### src/rtl/uart_mmio_ctrl_pkg.sv
// Shared address map and STATUS layout for the uart MMIO controller.
// Also provides a helper that packs the STATUS word.
package uart_mmio_ctrl_pkg;

  typedef enum logic [4:0] {
    ADR_STATUS    = 5'd0,
    ADR_RX_DATA   = 5'd1,
    ADR_TX_DATA   = 5'd2,
    ADR_CYCLE_CNT = 5'd4,
    ADR_INSTR_CNT = 5'd5,
    ADR_CNT_RST   = 5'd6
  } io_adr_e;

  localparam int STATUS_TX_FREE  = 0;
  localparam int STATUS_RX_AVAIL = 1;

  function automatic logic [31:0] status_word(input logic tx_free, input logic rx_avail);
    logic [31:0] w;
    w = '0;
    w[STATUS_TX_FREE]  = tx_free;
    w[STATUS_RX_AVAIL] = rx_avail;
    return w;
  endfunction

endpackage

### src/rtl/uart_mmio_ctrl_rx_fifo.sv
// Byte FIFO for received uart data with a first-word-fall-through head.
// Pointers carry one extra wrap bit so full and empty are distinguishable.
module uart_mmio_ctrl_rx_fifo #(
  parameter int DEPTH = 8
) (
  input  logic       clk,
  input  logic       rst_n,
  input  logic       push,
  input  logic       pop,
  input  logic [7:0] din,
  output logic [7:0] dout,
  output logic       full,
  output logic       empty
);
  localparam int AW = $clog2(DEPTH);

  logic [7:0]  mem [DEPTH];
  logic [AW:0] wr_ptr;
  logic [AW:0] rd_ptr;
  logic        do_push;
  logic        do_pop;

  assign do_push = push && !full;
  assign do_pop  = pop && !empty;

  always_ff @(posedge clk or negedge rst_n) begin
    if (!rst_n) begin
      wr_ptr <= '0;
      rd_ptr <= '0;
    end else begin
      if (do_push) wr_ptr <= wr_ptr + (AW+1)'(1);
      if (do_pop)  rd_ptr <= rd_ptr + (AW+1)'(1);
    end
  end

  // Storage carries no reset so it can map onto distributed RAM.
  always_ff @(posedge clk) begin
    if (do_push) mem[wr_ptr[AW-1:0]] <= din;
  end

  assign dout  = mem[rd_ptr[AW-1:0]];
  assign empty = (wr_ptr == rd_ptr);
  assign full  = (wr_ptr[AW] != rd_ptr[AW]) && (wr_ptr[AW-1:0] == rd_ptr[AW-1:0]);

endmodule

### src/rtl/uart_mmio_ctrl.sv
// MMIO controller between the load/store port and the uart: address decode,
// RX FIFO, one-byte TX holding register, timing counters and registered load data.
module uart_mmio_ctrl
  import uart_mmio_ctrl_pkg::*;
#(
  parameter int RX_DEPTH = 8,
  parameter int CNT_W    = 32
) (
  input  logic        clk,
  input  logic        rst_n,
  input  logic        io_en,
  input  logic [4:0]  adr,
  input  logic [3:0]  wea,
  input  logic        re,
  input  logic [31:0] wdata,
  input  logic        instr_retire,
  output logic [31:0] rdata,
  output logic [7:0]  tx_data,
  output logic        tx_valid,
  input  logic        tx_ready,
  input  logic [7:0]  rx_data,
  input  logic        rx_valid,
  output logic        rx_ready
);
  logic             load;
  logic             store;
  logic             rx_pop;
  logic             rx_push;
  logic             rx_full;
  logic             rx_empty;
  logic [7:0]       rx_head;
  logic             tx_accept;
  logic             cnt_clear;
  logic [CNT_W-1:0] cycle_cnt;
  logic [CNT_W-1:0] instr_cnt;
  logic [31:0]      rdata_next;
  logic             unused_wdata;

  assign unused_wdata = ^wdata[31:8];

  assign load      = io_en & re;
  assign store     = io_en & (|wea);
  assign rx_pop    = load && (adr == ADR_RX_DATA) && !rx_empty;
  assign rx_push   = rx_valid & ~rx_full;
  assign rx_ready  = ~rx_full;
  // A byte leaving this cycle frees the holding register for a same-cycle store.
  assign tx_accept = store && (adr == ADR_TX_DATA) && (!tx_valid || tx_ready);
  assign cnt_clear = store && (adr == ADR_CNT_RST);

  uart_mmio_ctrl_rx_fifo #(
    .DEPTH(RX_DEPTH)
  ) io_rx_fifo (
    .clk  (clk),
    .rst_n(rst_n),
    .push (rx_push),
    .pop  (rx_pop),
    .din  (rx_data),
    .dout (rx_head),
    .full (rx_full),
    .empty(rx_empty)
  );

  always_comb begin
    rdata_next = rdata;
    if (load) begin
      case (adr)
        ADR_STATUS:    rdata_next = status_word(~tx_valid, ~rx_empty);
        ADR_RX_DATA:   rdata_next = rx_empty ? 32'd0 : {24'd0, rx_head};
        ADR_CYCLE_CNT: rdata_next = 32'(cycle_cnt);
        ADR_INSTR_CNT: rdata_next = 32'(instr_cnt);
        default:       rdata_next = 32'd0;
      endcase
    end
  end

  always_ff @(posedge clk or negedge rst_n) begin
    if (!rst_n) begin
      rdata <= 32'd0;
    end else begin
      rdata <= rdata_next;
    end
  end

  always_ff @(posedge clk or negedge rst_n) begin
    if (!rst_n) begin
      tx_valid <= 1'b0;
      tx_data  <= 8'd0;
    end else if (tx_accept) begin
      tx_valid <= 1'b1;
      tx_data  <= wdata[7:0];
    end else if (tx_valid && tx_ready) begin
      tx_valid <= 1'b0;
    end
  end

  always_ff @(posedge clk or negedge rst_n) begin
    if (!rst_n) begin
      cycle_cnt <= '0;
      instr_cnt <= '0;
    end else if (cnt_clear) begin
      cycle_cnt <= '0;
      instr_cnt <= '0;
    end else begin
      cycle_cnt <= cycle_cnt + CNT_W'(1);
      instr_cnt <= instr_cnt + CNT_W'(instr_retire);
    end
  end

endmodule
### config.mk
export PLATFORM = sky130hd
export DESIGN_NAME = uart_mmio_ctrl
export DESIGN_NICKNAME = d
export VERILOG_FILES = /design/src/rtl/uart_mmio_ctrl_pkg.sv /design/src/rtl/uart_mmio_ctrl_rx_fifo.sv /design/src/rtl/uart_mmio_ctrl.sv
export SDC_FILE = /design/constraint.sdc
export NUM_CORES = 1
export LEC_CHECK = 0
export CAP_MARGIN = 20
export CORE_MARGIN = 2
export CORE_UTILIZATION = 56
export DETAILED_ROUTE_END_ITERATION = 12
export GPL_ROUTABILITY_DRIVEN = 0
export GPL_TIMING_DRIVEN = 0
export PLACE_DENSITY = 0.91
export SLEW_MARGIN = 15
export SYNTH_ARGS = -nofsm -noshare
export SYNTH_HDL_FRONTEND = slang
export SYNTH_SLANG_ARGS = --single-unit
export TNS_END_PERCENT = 100
### constraint.sdc
create_clock -name clk -period 2.96 [get_ports clk]
set_clock_uncertainty 0.05 [all_clocks]
set_input_delay 0.444 -clock clk [delete_from_list [all_inputs] [get_ports clk]]
set_output_delay 0.444 -clock clk [all_outputs]
set_load 0.05 [all_outputs]
==> run_results.csv <==
group,metric,value,unit
worst_setup_path,end_kind,"flop",
timing,rsz0062_at_grt,"yes",
detailed_routing,drc,0,
worst_setup_path,r2r-end,"io_rx_fifo.mem[0][3]$_DFFE_PP_",
global_route,antenna_found_initial,0,
global_route,grt_max_degree,89,
worst_setup_path,arrival,2.88,ns
timing,worst_slew_pin_slew,1.21,ns
logic_synthesis,syn_nets,742,
global_route,grt_pass1_wl,30400,microns
worst_setup_path,crit_type,"reg -> reg",
logic_synthesis,syn_avg_cell_area,11.9,sq um
power_and_ir_drop,ir_worst_vdd,0.580,mV
floorplan,fp.dieH,124,microns
logic_synthesis,synth_seq_cells,177,
detailed_routing,num_vias,6086,
worst_setup_path,crit_start,"io_rx_fifo.wr_ptr[2]$_DFFE_PN0P_",
timing,min_period,2.86,ns
timing,report.final.slew_viol_count,0,
worst_setup_path,crit_path_end,"io_rx_fifo.mem[0][3]$_DFFE_PP_",
logic_synthesis,synth.area.top_cells,"dfrtp_1 (35%), edfxtp_1 (24%), mux4_2 (4.5%)",
layout,finalInstanceArea,0.00968,sq mm
logic_synthesis,synth.lib_cells_used.distinct,42,
logic_synthesis,synth_ff_type,"dfrtp_1",
layout,seqCellArea,0.00475,sq mm
logic_synthesis,yosysSeqAreaShare,58.8,%
clock_tree,htree_num_levels,4,
timing,timing.final.ws_setup,0.0957,ns
placed_design,dp_hpwl,13300,microns
timing,fin_setup_tns,0,ns
clock_tree,cts_sinks,177,
power_and_ir_drop,power_density,733,mW/mm^2
logic_synthesis,async_flop_share,63.8,%
layout,multi_input_area,0.00317,sq mm
timing,fin_hold_ws,0.383,ns
placed_design,dpl_worst_slack,-0.229,ns
layout,layout_commonest_cell,"dfrtp_1",
layout,syn_to_final_growth,19.8,%
logic_synthesis,yosys.area.top_type,"dfrtp_1",
global_route,grt-ovfl-total,0,
status,run_status,"complete, no violations",
layout,fill_cells,951,
layout,post_layout_nonfiller_instances,968,
timing,fin_crit_sh,96.8,%
layout,drive_above_1_share,11.0,%
timing,report.final.setup_viol,0,
layout,post-route-util,69.2,%
clock_tree,cts_inserted_buffers,17,
logic_synthesis,synth_edf_count,64,
global_route,grt_pass1_vias,5927,
layout,finalNetCount,836,
power_and_ir_drop,p_leak,3.69,nW
logic_synthesis,synth_area,0.00808,sq mm
hold_path,hold_path_class,"in -> async",
floorplan,start_util,57.8,%
clock_tree,clk_latency,0.44,ns
layout,final_cell_mix,"dfrtp_1 (113), nor2_1 (81), clkdlybuf4s50_1 (72)",
floorplan,die_area,0.0154,sq mm
layout,n_antenna_cell,0,
floorplan,die_w,124,microns
placed_design,numPortBuffers,73,
power_and_ir_drop,power.total,7.10,mW
detailed_routing,first_pass_iters,5,
logic_synthesis,netlist_instances,681,
floorplan,coreArea,0.0140,sq mm
timing,final-hold-violation-count,0,
clock_tree,cts_buffer_depth,2,
clock_tree,post_cts_buffers,0,
detailed_routing,routed_wl,19400,microns
run,maxCapViolations,0,
worst_setup_path,cp_max_fo,8,
logic_synthesis,ys_warn_count,0,
detailed_routing,via_per_inst,6.29,
placed_design,post_dp_cell_area,0.00908,sq mm
worst_setup_path,rrSetupSlack,0.1,ns
worst_setup_path,startpoint_type,"flop",
detailed_routing,wire_per_inst,20.0,microns
clock_tree,root_buffer,"clkbuf_16",
clock_tree,clkTransAtPathRegs,0.06,ns
floorplan,ios,98,
detailed_routing,ant_nets,0,
timing,slew-limit-headroom,18.4,%
placed_design,place_inst,935,
detailed_routing,drt_iter0_drc,651,
timing,max_freq,349,MHz
worst_setup_path,r2r-start,"io_rx_fifo.wr_ptr[2]$_DFFE_PN0P_",
logic_synthesis,synth_top_area_share,35.0,%
worst_setup_path,reg2reg_depth,5,
global_route,grt_usage,26.8,%
clock_tree,cts_tree,"built",
worst_setup_path,worstPathRequired,2.97,ns
floorplan,num_rows,43,
[final cells by class]
| cell class | instances | area share (%) |
|---|---|---|
| multi-input cells | 457 | 32.8 |
| clock inverters | 11 | 1.38 |
| flip-flops and latches | 177 | 49.1 |
| plain buffers | 40 | 1.67 |
| well taps | 180 | 2.33 |
| clock buffers | 21 | 4.55 |
| inverters | 7 | 0.271 |
| repair buffers | 75 | 7.95 |
[layer usage]
| metal | track usage (%) | up-vias | share of wire (%) |
|---|---|---|---|
| li1 | - | 2740 | - |
| met1 | 32.0 | 2978 | 38 |
| met2 | 43.5 | 287 | 51 |
| met3 | 7.83 | 81 | 6.9 |
| met4 | 15.4 | 0 | 4.8 |
| met5 | 0 | - | 0 |
[Yosys cell counts (all sizes together) (8+ instances only)]
master and n:
dfrtp 113, nor2 86, edfxtp 64, nand2 42, nand4 32, clkbuf 31, a221oi 30, nand3 26
a21oi 24, nand2b 23, xnor2 22, mux2 18, mux2i 16, mux4 16, nor4 16, o21ai 13
xor2 12, or3 11, and2 10, buf 9, or4 9, and4 8
[registers in the layout (all words and copies together) (netlist names)]
signal,count
rdata,32
io_rx_fifo.rd_ptr,4
io_rx_fifo.wr_ptr,4
io_rx_fifo.mem,64
tx_data,8
cycle_cnt,32
tx_valid,1
instr_cnt,32
[report_power, final]
| part | switching, mW | leakage, nW | internal [mW] | total (mW) |
|---|---|---|---|---|
| sequential | 0.355 | 2.02 | 2.97 | 3.32 |
| combinational | 0.951 | 1.40 | 0.611 | 1.56 |
| clock | 0.961 | 0.275 | 1.25 | 2.22 |
| total | 2.27 | 3.69 | 4.83 | 7.10 |
[repair_timing]
action,in CTS,in global routing
gates resized for setup,0,6
endpoints found under the hold margin,25,0
endpoints found under the setup margin,0,56
hold buffers,1,0
[cell families (layout without fill, tap and decap cells)]
logic type | Yosys count | count (layout) | synth area share, %
AND/OR/NAND/NOR | 282 | 282 | 18.0
flip-flops | 177 | 177 | 58.8
XOR/XNOR | 34 | 34 | 3.68
adder cells (fa/ha/maj) | 5 | 5 | 0.774
AO/OA/AOI/OAI | 86 | 86 | 7.51
multiplexers | 50 | 50 | 8.95
buffers and inverters | 47 | 154 | 2.32
[worst max-delay path: stages, from the launching register on]
cell and delay (ns):
dfrtp_1 0.33, clkbuf_1 0.37, xnor2_1 0.20, a41oi_1 0.58
nand2b_1 0.28, nor3_2 0.67
[worst min path at each step]
stage / from / cells past startpoint / slack, ns / endpoint
global placement: rdata[0]$_DFFE_PN0P_ / 2 / 0.42 / rdata[0]$_DFFE_PN0P_
global route: rst_n / 2 / 0.42 / cycle_cnt[10]$_DFF_PN0_
floorplan: rst_n / 0 / 0.1 / cycle_cnt[0]$_DFF_PN0_
CTS: rst_n / 2 / 0.38 / cycle_cnt[12]$_DFF_PN0_
finish: rst_n / 2 / 0.38 / cycle_cnt[10]$_DFF_PN0_
detailed placement: rst_n / 1 / 0.27 / cycle_cnt[12]$_DFF_PN0_
(Power assumes the default switching activity.)
